<file path="src/rtl/mux_scan_pkg.sv">
// Shared constants for the multiplexer scanner.
// FSM encodings and default geometry.
package mux_scan_pkg;

    localparam logic [1:0] IDLE   = 2'd0;
    localparam logic [1:0] SETTLE = 2'd1;
    localparam logic [1:0] HOLD   = 2'd2;

    localparam int DEF_WIDTH = 4;
    localparam int DEF_SEL_W = $clog2(DEF_WIDTH);
    localparam int DEF_DWELL = 2;

endpackage

</file>
<file path="src/rtl/mux_scanner_dwell_timer.sv">
// Dwell counter: loads DWELL-1, counts down, flags zero.
// Idles at zero, so expired is also high outside a scan.
module dwell_timer
    import mux_scan_pkg::*;
#(
    parameter int DWELL = DEF_DWELL
) (
    input  logic clk,
    input  logic rst,
    input  logic load,
    output logic expired
);

    localparam int CW = (DWELL > 1) ? $clog2(DWELL) : 1;

    logic [CW-1:0] count;

    always_ff @(posedge clk) begin
        if (rst) begin
            count <= '0;
        end else if (load) begin
            count <= CW'(DWELL - 1);
        end else if (count != '0) begin
            count <= count - 1'b1;
        end
    end

    assign expired = (count == '0);

endmodule

</file>
<file path="src/rtl/mux_scanner.sv">
// Steps an external mux selector, samples Y per select value,
// and presents the assembled word with a valid/ready handshake.
module mux_scanner
    import mux_scan_pkg::*;
#(
    parameter int WIDTH = DEF_WIDTH,
    parameter int SEL_W = DEF_SEL_W,
    parameter int DWELL = DEF_DWELL
) (
    input  logic             clk,
    input  logic             rst,
    input  logic             start,
    output logic [SEL_W-1:0] S,
    input  logic             Y,
    output logic [WIDTH-1:0] D,
    output logic             valid,
    input  logic             ready,
    output logic             busy
);

    logic [1:0]       state;
    logic [WIDTH-1:0] shadow;
    logic [WIDTH-1:0] next_shadow;
    logic             load;
    logic             expired;
    logic             last;

    assign last = (S == SEL_W'(WIDTH - 1));

    always_comb begin
        next_shadow    = shadow;
        next_shadow[S] = Y;
    end

    // Reload on scan start and after every non-final sample.
    assign load = ((state == IDLE) && start)
               || ((state == SETTLE) && expired && !last);

    dwell_timer #(
        .DWELL(DWELL)
    ) u_timer (
        .clk    (clk),
        .rst    (rst),
        .load   (load),
        .expired(expired)
    );

    always_ff @(posedge clk) begin
        if (rst) begin
            state  <= IDLE;
            S      <= '0;
            D      <= '0;
            shadow <= '0;
        end else begin
            unique case (1'b1)
                (state == IDLE): begin
                    if (start) begin
                        state <= SETTLE;
                        S     <= '0;
                    end
                end
                (state == SETTLE): begin
                    if (expired) begin
                        shadow <= next_shadow;
                        if (last) begin
                            D     <= next_shadow;
                            S     <= '0;
                            state <= HOLD;
                        end else begin
                            S <= S + 1'b1;
                        end
                    end
                end
                (state == HOLD): begin
                    if (ready) begin
                        state <= IDLE;
                    end
                end
                default: state <= IDLE;
            endcase
        end
    end

    assign valid = (state == HOLD);
    assign busy  = (state != IDLE);

endmodule

</file>
<file path="config.mk">
export PLATFORM = sky130hd
export DESIGN_NAME = mux_scanner
export DESIGN_NICKNAME = d
export VERILOG_FILES = /design/src/rtl/mux_scan_pkg.sv /design/src/rtl/mux_scanner_dwell_timer.sv /design/src/rtl/mux_scanner.sv
export SDC_FILE = /design/constraint.sdc
export NUM_CORES = 1
export LEC_CHECK = 0
export CAP_MARGIN = 30
export CORE_ASPECT_RATIO = 1.1
export CORE_MARGIN = 5
export CORE_UTILIZATION = 41
export DETAILED_ROUTE_END_ITERATION = 10
export DONT_BUFFER_PORTS = 1
export PLACE_DENSITY = 0.59
export SYNTH_ARGS = -nofsm -noshare
export SYNTH_HDL_FRONTEND = slang
export SYNTH_SLANG_ARGS = --single-unit
</file>
<file path="constraint.sdc">
create_clock -name clk -period 2.1 [get_ports clk]
set_clock_uncertainty 0.1 [all_clocks]
set_input_delay 0.21 -clock clk [delete_from_list [all_inputs] [get_ports clk]]
set_output_delay 0.21 -clock clk [all_outputs]
set_load 0.005 [all_outputs]
</file>
==> flow_summary.json, run 1 <==
{
  "status": "complete, no violations",
  "synth_nets": 74,
  "io-pin-count": 13,
  "first_iter_violations": 3,
  "drv_slew": 0,
  "initial_core_util": 0.420,
  "globalRouteMet2Util": 0.150,
  "r2r_cells": 5,
  "core_area_mm2": 0.00152,
  "drt.antenna.violating_nets": 0,
  "diodes": 0,
  "ys_types": 20,
  "hp-class": "in2reg",
  "seq_area_frac_synth": 0.376,
  "nets": 76,
  "cp.depth": 5,
  "gp_congestion": 0.658,
  "yosysMostFrequentCell": "dfxtp_1",
  "synth_seq_cells": 12,
  "numCtsBuffers": 3,
  "cellLeakagePower_nw": 0.255,
  "slew_headroom": 0.725,
  "met1_usage": 0.121,
  "rows": 15,
  "grt-busiest-layer": "met2",
  "syn_area_um2": 638,
  "grtUsageMet3": 0.0458,
  "grt_pass1_wl_mm": 1.76,
  "drive_above_1_share": 0.121,
  "dp_hpwl_um": 786,
  "drc": 0,
  "cp_top_family": "simple AND/OR/NAND/NOR gates",
  "postCtsHoldBufs": 2,
  "wl_per_cell_um": 13.1,
  "fillers": 152,
  "vdd_drop_max_mv": 0.431,
  "post-synth-top-area-fraction": 0.376,
  "synth_top_area_cell": "dfxtp_1",
  "crit_type": "reg2reg",
  "cts_num_sinks": 12,
  "crit_slowest_cell": "or4b_1",
  "setup_viol": 0,
  "synth_ff_type": "dfxtp_1",
  "max_stage_delay_ps": 460,
  "clk_path_buf_depth": 2,
  "grt-ovfl-total": 0,
  "place_ws_ps": 543,
  "synth_edf_count": 0,
  "die_w_um": 47.6,
  "cts_setup_buffers": 0,
  "path_cells": "inv_1, ha_1, nand2b_1, or4b_1, o31ai_1",
  "vias": 442,
  "critPathBufInv": 1,
  "ctsRootBufferMaster": "clkbuf_4",
  "ys_async_sr_fraction": 0,
  "antenna_found_initial": 0,
  "cap_violations": 0,
  "syn_area_per_cell_um2": 9.82,
  "die_y_um": 51.4,
  "min_period_over_period": 0.749,
  "synthTopCellsByCount": "dfxtp_1, nor2_1, mux2i_1",
  "period_needed_ps": 1570,
  "endpoint_kind": "flop",
  "setup-tns-final_ps": 0,
  "crit_required_ps": 2200,
  "grt_usage": 0.104,
  "fin_ws_ps": 527,
  "htreeDepth": 1,
  "clk_pin_slew_ps": 80,
  "totalWireLength_mm": 1.09,
  "syn2layout_area_growth_pct": 6.27,
  "ctsResizeCount": 0,
  "numPortBuffers": 0,
  "yosys_warnings": 0,
  "hold_viol_final": 0,
  "worst_slew_pin_slew_ps": 411,
  "dr.pass1.iters": 4,
  "die-area_mm2": 0.00245,
  "ys_top_cells_by_area": "dfxtp_1, mux2i_1, ha_1",
  "critPathMaxFanout": 4,
  "startpoint_type": "flop",
  "rrSetupSlack_ps": 530,
  "rsz0062_at_grt": "false",
  "max_freq_ghz": 0.636,
  "insertion_delay_ps": 280,
  "syn_inst": 65,
  "holdPathStages": 2,
  "grt_start_max_net_pins": 12,
  "cts_tree": "yes",
  "crit_arrival_ps": 1670,
  "grt_pass1_vias": 397,
  "viasPerCell": 5.33,
  "power.density_mw_per_mm2": 688
}
==> cell type report <==
| type | instances | area, um^2 | area share |
|---|---|---|---|
| flip-flops and latches | 12 | 240 | 0.354 |
| inverters | 5 | 18.8 | 0.0277 |
| clock buffers | 4 | 36.3 | 0.0535 |
| well taps | 17 | 21.3 | 0.0314 |
| repair buffers | 2 | 20.0 | 0.0295 |
| multi-input cells | 43 | 342 | 0.504 |
==> worst paths after layout <==
check / start / endpoint
worst max-delay path: S[1]$_SDFFE_PP0P_ / S[1]$_SDFFE_PP0P_
worst max register to register: S[1]$_SDFFE_PP0P_ / S[1]$_SDFFE_PP0P_
worst min-delay path: rst / S[0]$_SDFFE_PP0P_
worst min register to register: shadow[2]$_SDFFE_PP0P_ / shadow[2]$_SDFFE_PP0P_
==> layer usage <==
metal	wire length, um	share of wire
met1	479	0.44
met2	524	0.48
met3	66	0.061
met4	17	0.016
met5	0	0
==> worst reg2reg max path, stage by stage, from the launching register on <==
cell and delay (ps):
dfxtp_1 420, inv_1 110, ha_1 290, nand2b_1 50
or4b_1 460, o31ai_1 70
==> cells by family (layout without fill, tap and decap cells) <==
group | count (synthesis) | in the layout | synth area share
AND/OR/NAND/NOR | 22 | 22 | 0.237
flip-flops | 12 | 12 | 0.376
buffers and inverters | 10 | 11 | 0.0882
AO/OA/AOI/OAI | 9 | 9 | 0.0941
multiplexers | 8 | 8 | 0.125
adder cells (fa/ha/maj) | 4 | 4 | 0.0784
==> power by group <==
| part | internal (W) | total, W | switching, W |
|---|---|---|---|
| Clock | 0.000105 | 0.000184 | 0.0000783 |
| Combinational | 0.0000217 | 0.0000395 | 0.0000178 |
| Sequential | 0.000234 | 0.000243 | 0.00000942 |
| Total | 0.000361 | 0.000467 | 0.000106 |
==> sequential cells by signal (all words and copies together), names as in the netlist <==
register / count
D: 4
shadow: 3
S: 2
state: 2
u_timer.count: 1
==> cell usage in the layout, fill, tap and decap left out <==
cell type	instances
mux2i_1	8
clkbuf_4	3
dlygate4sd3_1	2
o31ai_1	1
nor3b_2	1
ha_1	4
inv_1	5
dfxtp_1	12
nor2b_1	1
o21ai_0	1
or4b_1	1
a211oi_1	4
nand2b_1	5
and4bb_1	1
nor2_1	9
a21boi_0	1
or4_1	1
and4bb_2	3
a21oi_1	2
clkbuf_8	1
==> through the flow <==
stage          instances  cell area [um^2]  utilization  hold slack [ps]  power (W)
6_report              83               678        0.446             9.10   0.000467
5_1_grt               83               678        0.446            0.172   0.000493
4_1_cts               83               678        0.446             3.38   0.000476
3_5_place_dp          77               622        0.409              183   0.000282
3_3_place_gp          77               622        0.409              182   0.000283
2_1_floorplan         65               638            -              180   0.000281
No activity file was read; power rests on OpenSTA's default activity.
==> run 2: changes to the inputs <==
--- a/config.mk
+++ b/config.mk
@@ -11,7 +11,7 @@
 export CORE_UTILIZATION = 41
 export DETAILED_ROUTE_END_ITERATION = 10
 export DONT_BUFFER_PORTS = 1
-export PLACE_DENSITY = 0.59
+export PLACE_DENSITY = 0.61
 export SYNTH_ARGS = -nofsm -noshare
 export SYNTH_HDL_FRONTEND = slang
 export SYNTH_SLANG_ARGS = --single-unit
==> constraint.sdc (replaced) <==
create_clock -name clk -period 1.4 [get_ports clk]
set_clock_uncertainty 0.1 [all_clocks]
set_input_delay 0.14 -clock clk [delete_from_list [all_inputs] [get_ports clk]]
set_output_delay 0.14 -clock clk [all_outputs]
set_load 0.005 [all_outputs]
==> flow_summary.json, run 2 (synthesized netlist as in run 1, its figures left out) <==
{
  "top_register": "D",
  "multi_input_area_um2": 387,
  "min_period_over_period": 1.04,
  "fin_ws_ps": -55.3,
  "power.density_mw_per_mm2": 915,
  "numPortBuffers": 0,
  "startpoint_type": "flop",
  "worst_slew_pin_slew_ps": 307,
  "insertion_delay_ps": 270,
  "r2r_end": "S[1]$_SDFFE_PP0P_",
  "final_util": 0.515,
  "dr.pass1.iters": 3,
  "grt_start_max_net_pins": 15,
  "drive_above_1_share": 0.392,
  "power_w": 0.000717,
  "final_cell_mix": "dfxtp_1, buf_4, nor2_1, mux2i_1, nand2b_1",
  "grt-busiest-layer": "met2",
  "endpoint_kind": "flop",
  "ctsRootBufferMaster": "clkbuf_4",
  "rrSetupSlack_ps": -60,
  "totalWireLength_mm": 1.20,
  "rows": 15,
  "crit_arrival_ps": 1540,
  "fillers": 149,
  "holdPathEnd": "u_timer.count$_SDFF_PP0_",
  "rsz0062_at_grt": "true",
  "dp_hpwl_um": 852,
  "die_y_um": 51.4,
  "path_cells": "inv_2, ha_4, nand2b_1, or4b_4, o31ai_2",
  "core_area_mm2": 0.00152,
  "period_needed_ps": 1460,
  "hold_viol_final": 12,
  "clk_pin_slew_ps": 90,
  "viasPerCell": 5.03,
  "grt_usage": 0.110,
  "top_regs": "D x4, shadow x3",
  "io-pin-count": 13,
  "vdd_drop_max_mv": 0.413,
  "final-seq-area_um2": 245,
  "status": "finished, violations left",
  "drt.antenna.violating_nets": 0,
  "holdPathStages": 1,
  "wl_per_cell_um": 13.1,
  "grt_pass1_wl_mm": 1.93,
  "drv_slew": 0,
  "clk_path_buf_depth": 2,
  "timing.rr.start": "S[0]$_SDFFE_PP0P_",
  "die_w_um": 47.6,
  "crit_type": "reg2reg",
  "numCtsBuffers": 3,
  "largest_register_ffs": 4,
  "grt_pass1_vias": 452,
  "diodes": 0,
  "place_ws_ps": -45.6,
  "violations": "negative hold slack, negative setup slack",
  "grt-ovfl-total": 0,
  "hp-class": "in2reg",
  "cellLeakagePower_nw": 0.302,
  "gp_congestion": 0.748,
  "setup_viol": 3,
  "holdWs_ps": -174,
  "nets": 84,
  "globalRouteMet2Util": 0.158,
  "max_stage_delay_ps": 480,
  "first_iter_violations": 4,
  "critPathMaxFanout": 4,
  "cp_top_family": "simple AND/OR/NAND/NOR gates",
  "drc": 0,
  "crit_required_ps": 1490,
  "crit_slowest_cell": "or4b_4",
  "met1_usage": 0.143,
  "grtUsageMet3": 0.0387,
  "crit_start": "S[0]$_SDFFE_PP0P_",
  "die-area_mm2": 0.00245,
  "critPathBufInv": 1,
  "slew_headroom": 0.796,
  "max_freq_ghz": 0.687,
  "r2r_cells": 5,
  "syn2layout_area_growth_pct": 22.7,
  "htreeDepth": 1,
  "cts_num_sinks": 12,
  "initial_core_util": 0.420,
  "vias": 458,
  "antenna_found_initial": 0,
  "cap_violations": 0,
  "cts_tree": "yes",
  "hold_path_startpoint": "rst"
}
[run 2: per-layer routing]
metal,vias up,wire length [um],part of all wire
met5,-,0,0
met4,0,12,0.010
met3,2,61,0.051
met2,7,534,0.45
met1,207,586,0.49
li1,242,-,-
[run 2: how the worst max path moves through the flow]
stage / cells after the start / end
6_report: 5 / S[1]$_SDFFE_PP0P_
5_1_grt: 3 / S[0]$_SDFFE_PP0P_
4_1_cts: 5 / S[1]$_SDFFE_PP0P_
3_5_place_dp: 5 / S[1]$_SDFFE_PP0P_
3_3_place_gp: 5 / S[1]$_SDFFE_PP0P_
2_1_floorplan: 5 / S[1]$_SDFFE_PP0P_
[run 2: where the power goes]
| group | internal (W) | switching, W | leakage (nW) | total, W |
|---|---|---|---|---|
| Sequential | 0.000351 | 0.0000126 | 0.0987 | 0.000363 |
| Clock | 0.000158 | 0.000117 | 0.0210 | 0.000274 |
| Combinational | 0.0000479 | 0.0000310 | 0.182 | 0.0000789 |
[run 2: repair_timing]
item,in CTS,in global routing
buffers inserted,0,2
setup endpoints to repair,6,7
hold endpoints to repair,12,12
gates resized for setup,3,6
pin swaps,0,0
[run 2: layout make-up]
type,instances,area share
sequential,12,0.313
timing repair buffer,10,0.0958
inverter,5,0.0240
multi-input combinational,43,0.494
tap,17,0.0272
clock buffer,4,0.0463
[run 2: through the flow]
stage / TNS [ps] / instances / area (um^2)
after detailed placement: -148 / 85 / 687
after floorplan: 0 / 65 / 643
after global placement: -60.9 / 85 / 687
after CTS: -124 / 89 / 739
final: -95.1 / 91 / 783
after global routing: -275 / 91 / 783
==> run 3: changes to the inputs <==
--- a/config.mk
+++ b/config.mk
@@ -9,6 +9,7 @@
 export CORE_ASPECT_RATIO = 1.1
 export CORE_MARGIN = 5
 export CORE_UTILIZATION = 41
+export CTS_CLUSTER_DIAMETER = 50
 export DETAILED_ROUTE_END_ITERATION = 10
 export DONT_BUFFER_PORTS = 1
 export PLACE_DENSITY = 0.61
==> constraint.sdc (replaced) <==
create_clock -name clk -period 1.3 [get_ports clk]
set_clock_uncertainty 0.1 [all_clocks]
set_input_delay 0.13 -clock clk [delete_from_list [all_inputs] [get_ports clk]]
set_output_delay 0.13 -clock clk [all_outputs]
set_load 0.005 [all_outputs]
==> flow_summary.json, run 3 (synthesized netlist as in run 1, its figures left out) <==
{
  "status": "finished, violations left",
  "violations": "negative hold slack, negative setup slack",
  "worst_slew_pin_slew_ps": 242,
  "htreeDepth": 1,
  "path_cells": "inv_4, ha_4, nand2b_1, or4b_4, o31ai_2",
  "final_util": 0.537,
  "holdWs_ps": -190,
  "final_cell_mix": "buf_4, nor2_1, dfxtp_1, mux2i_1, nand2b_1",
  "r2r_cells": 5,
  "rsz0062_at_grt": "true",
  "critPathMaxFanout": 4,
  "r2r_end": "S[1]$_SDFFE_PP0P_",
  "die_y_um": 51.4,
  "grt_pass1_vias": 498,
  "min_period_over_period": 1.14,
  "clk_path_buf_depth": 2,
  "vdd_drop_max_mv": 0.450,
  "grt-ovfl-total": 0,
  "hp-class": "in2reg",
  "rows": 15,
  "die_w_um": 47.6,
  "io-pin-count": 13,
  "fin_ws_ps": -177,
  "top_register": "D",
  "setup-tns-final_ps": -611,
  "drc": 0,
  "numCtsBuffers": 3,
  "endpoint": "S[1]$_SDFFE_PP0P_",
  "fillers": 148,
  "max_freq_ghz": 0.677,
  "period_needed_ps": 1480,
  "ctsRootBufferMaster": "clkbuf_4",
  "diodes": 0,
  "timing.rr.start": "S[0]$_SDFFE_PP0P_",
  "power.density_mw_per_mm2": 894,
  "crit_required_ps": 1380,
  "final_common_cell": "buf_4",
  "grt_start_max_net_pins": 15,
  "power_w": 0.000730,
  "crit_slowest_cell": "or4b_4",
  "vias": 491,
  "cts_num_sinks": 12,
  "setup_viol": 8,
  "top_regs": "D x4, shadow x3",
  "numPortBuffers": 0,
  "totalWireLength_mm": 1.30,
  "max_stage_delay_ps": 480,
  "core_area_mm2": 0.00152,
  "slew_headroom": 0.838,
  "crit_type": "reg2reg",
  "syn2layout_area_growth_pct": 28.0,
  "hold_viol_final": 12,
  "die-area_mm2": 0.00245,
  "cap_violations": 0,
  "drt.antenna.violating_nets": 0,
  "dr.pass1.iters": 2,
  "nets": 87,
  "insertion_delay_ps": 270,
  "wl_per_cell_um": 13.8,
  "cts_tree": "yes",
  "initial_core_util": 0.420,
  "antenna_found_initial": 0,
  "first_iter_violations": 4,
  "crit_arrival_ps": 1560,
  "drv_slew": 0,
  "dp_hpwl_um": 881,
  "cellLeakagePower_nw": 0.317,
  "grt_pass1_wl_mm": 2.14,
  "viasPerCell": 5.22,
  "endpoint_kind": "flop",
  "rrSetupSlack_ps": -180,
  "largest_register_ffs": 4,
  "startpoint_type": "flop",
  "grt_usage": 0.122,
  "drive_above_1_share": 0.442,
  "clk_pin_slew_ps": 80,
  "gp_congestion": 0.752,
  "crit_start": "S[0]$_SDFFE_PP0P_"
}
run 3: cell count changes in the layout (fill, tap and decap cells not counted), sizes merged:
cell / before / now
buf: 10 / 13
run 3: per-stage QoR:
step,hold slack [ps],instance area [um^2],setup WS (ps),cells
3_3_place_gp,102,717,-163,89
3_5_place_dp,105,717,-138,89
4_1_cts,-197,776,-169,94
5_1_grt,-206,817,-227,94
6_report,-190,817,-177,94
2_1_floorplan,99.5,643,-97.6,65
run 3: what timing repair did:
action / in CTS / in global routing
gates resized for setup: 5 / 12
hold endpoints to repair: 12 / 12
cloned: 0 / 0
buffers inserted: 2 / 0
setup endpoints to repair: 8 / 12
pin swaps: 6 / 5
run 3: layout make-up:
| class | instances | area [um^2] | share of cell area |
|---|---|---|---|
| multi-input cells | 43 | 399 | 0.489 |
| well taps | 17 | 21.3 | 0.0260 |
| clock buffers | 4 | 26.3 | 0.0322 |
| inverters | 5 | 21.3 | 0.0260 |
| repair buffers | 13 | 101 | 0.124 |
| flip-flops and latches | 12 | 248 | 0.303 |
run 3: worst min path at each step:
stage / to / cells past startpoint / from
floorplan: u_timer.count$_SDFF_PP0_ / 1 / rst
global placement: u_timer.count$_SDFF_PP0_ / 1 / rst
detailed placement: u_timer.count$_SDFF_PP0_ / 1 / rst
CTS: u_timer.count$_SDFF_PP0_ / 1 / rst
global route: u_timer.count$_SDFF_PP0_ / 1 / rst
finish: state[0]$_SDFFE_PP0P_ / 1 / rst
run 3: routing by layer:
layer / track usage / routed length (um)
met5: 0 / 0
met4: 0.0404 / 15
met3: 0.0599 / 80
met2: 0.188 / 694
met1: 0.145 / 509
run 3: worst max-delay path, delay by kind of cell (launching register included):
| kind | cells | cell delay [ps] |
|---|---|---|
| and+or+nand+nor | 2 | 530 |
| DFF | 1 | 380 |
| adders and majority gates | 1 | 240 |
| AOI/OAI and AO/OA | 1 | 80 |
| buffers and inverters | 1 | 50 |
run 3: report_power, final:
group / leakage (nW) / switching [W] / internal, W / total [W]
clock: 0.0150 / 0.000120 / 0.000119 / 0.000239
combinational: 0.203 / 0.0000398 / 0.0000607 / 0.000100
sequential: 0.0994 / 0.0000126 / 0.000378 / 0.000391
==> variant, RTL diff (flow settings as in run 2) <==
The package constant `DEF_DWELL` goes from 2 to 4.
--- a/src/rtl/mux_scan_pkg.sv
+++ b/src/rtl/mux_scan_pkg.sv
@@ -9,5 +9,5 @@
     localparam int DEF_WIDTH = 4;
     localparam int DEF_SEL_W = $clog2(DEF_WIDTH);
-    localparam int DEF_DWELL = 2;
+    localparam int DEF_DWELL = 4;
 
 endpackage
Check against the original RTL: not equivalent (a bounded check fails within 4 cycles, from zero or initial values and one cycle with rst high).
==> variant against run 2 <==
Area after synthesis rose by 6.3%; routed wire length grew 23%; worst hold slack better by 0.18 ns; design area up 11%; sequential cell count rose by 1; worst setup slack gained 0.091 ns; global-route usage is 0.076 points higher.
Power is not compared: it rests on default switching activity, and its combinational part moved more than twofold at a synthesized area within 25%.
==> variant: results (changes against run 2) <==
** Run status
- Result of the run: finished, final reports clean (was finished, violations left).

** Worst setup path
- The data arrival time at the worst-slack endpoint is 1.43 ns (was 1.54 ns).
- The startpoint of the lowest-slack register-to-register path was S[1] (was S[0]).
- Register-to-register path setup slack :: 0.04 ns (was -0.06 ns)
- The startpoint of the most critical setup path was S[1] (was S[0]).
- Delay of the slowest critical-path stage :: 0.39 ns (was 0.48 ns)

** Global routing
- Vias in the first global route :: 479 (was 452)
- Most Crowded Layer GR :: met1 (was met2)
- Global routing met1 resource utilization :: 15.7% (was 14.3%)
- Routing usage on met2 :: 15.0% (was 15.8%)

** Logic synthesis
- Synth top area cells: sky130_fd_sc_hd__dfxtp_1 38%, sky130_fd_sc_hd__mux2i_1 12%, sky130_fd_sc_hd__ha_1 11% (was sky130_fd_sc_hd__dfxtp_1 38%, sky130_fd_sc_hd__mux2i_1 13%, sky130_fd_sc_hd__ha_1 7.8%).
- The fraction of the yosys area taken by sequential cells is 38.4% (was 37.6%).
- Top cell types by occurrence after synthesis: 13 x sky130_fd_sc_hd__dfxtp_1, 10 x sky130_fd_sc_hd__nor2_1, 8 x sky130_fd_sc_hd__mux2i_1 (was 12 x sky130_fd_sc_hd__dfxtp_1, 9 x sky130_fd_sc_hd__nor2_1, 8 x sky130_fd_sc_hd__mux2i_1).
- The count of different cell masters after synthesis is 22 (was 20).
- Post-Syn Area per Cell :: 9.29 um^2 (was 9.82 um^2)
- The net count after synthesis was 84 (was 74).

** Die
- The width of the die came to 48.8 um (was 47.6 um).

** Final layout
- The count of plain and timing-repair buffers in the layout was 14 (was 10).
- The number of multi-input combinational cells was 49 (was 43).
- The number of flip-flops and latches was 13 (was 12).
- Post-route cell area :: 872 um^2 (was 783 um^2)
- Relative area of clock buffers and inverters in the final design :: 3.01% (was 4.63%)
- Filler cell count :: 148 (was 149)

** Placement
- Worst slack, placed :: -0.0163 ns (was -0.0456 ns)
- The placed instance area is 738 um^2 (was 687 um^2).

** Worst hold path
- Hold endpoint :: state[0] (was u_timer.count)

** STA
- Crit path setup slack, layout :: 0.0358 ns (was -0.0553 ns)

** Detailed routing
- The total via count after detailed routing was 552 (was 458).
- Met2 WL :: 725 um (was 534 um)
- First-pass iteration count of the detailed router :: 4 (was 3)
-- variant: cell count changes in the layout (fill, tap and decap cells not counted), sizes merged, moves of 2 or more --
cell | before | now
nand2b | 5 | 0
nand4b | 0 | 5
and4bb | 4 | 0
a21oi | 2 | 5
dlygate4sd3 | 0 | 3
ha | 4 | 6
o21ai | 1 | 3
-- variant: stage by stage --
step | TNS, ns | hold WS, ns
after floorplan | 0 | 0.113
after global placement | 0 | 0.113
after detailed placement | -0.0272 | 0.114
after CTS | 0 | 0.000920
after global routing | -0.136 | 0.0162
final | 0 | 0.00960
-- variant: timing repair --
action / in CTS / in global routing
hold buffers: 3 / 0
setup buffers: 0 / 2
endpoints found under the setup margin: 4 / 10
pin swaps: 0 / 6
endpoints found under the hold margin: 13 / 0
gates resized for setup: 1 / 17
-- variant: cell families after synthesis --
kind of cell	synth area share [%]
AOI/OAI and AO/OA	9.22
xor gates and xnor gates	1.29
adders and majority gates	11.1
buffers and inverters	7.01
DFF	38.4
muxes	13.5
and+or+nand+nor	19.6
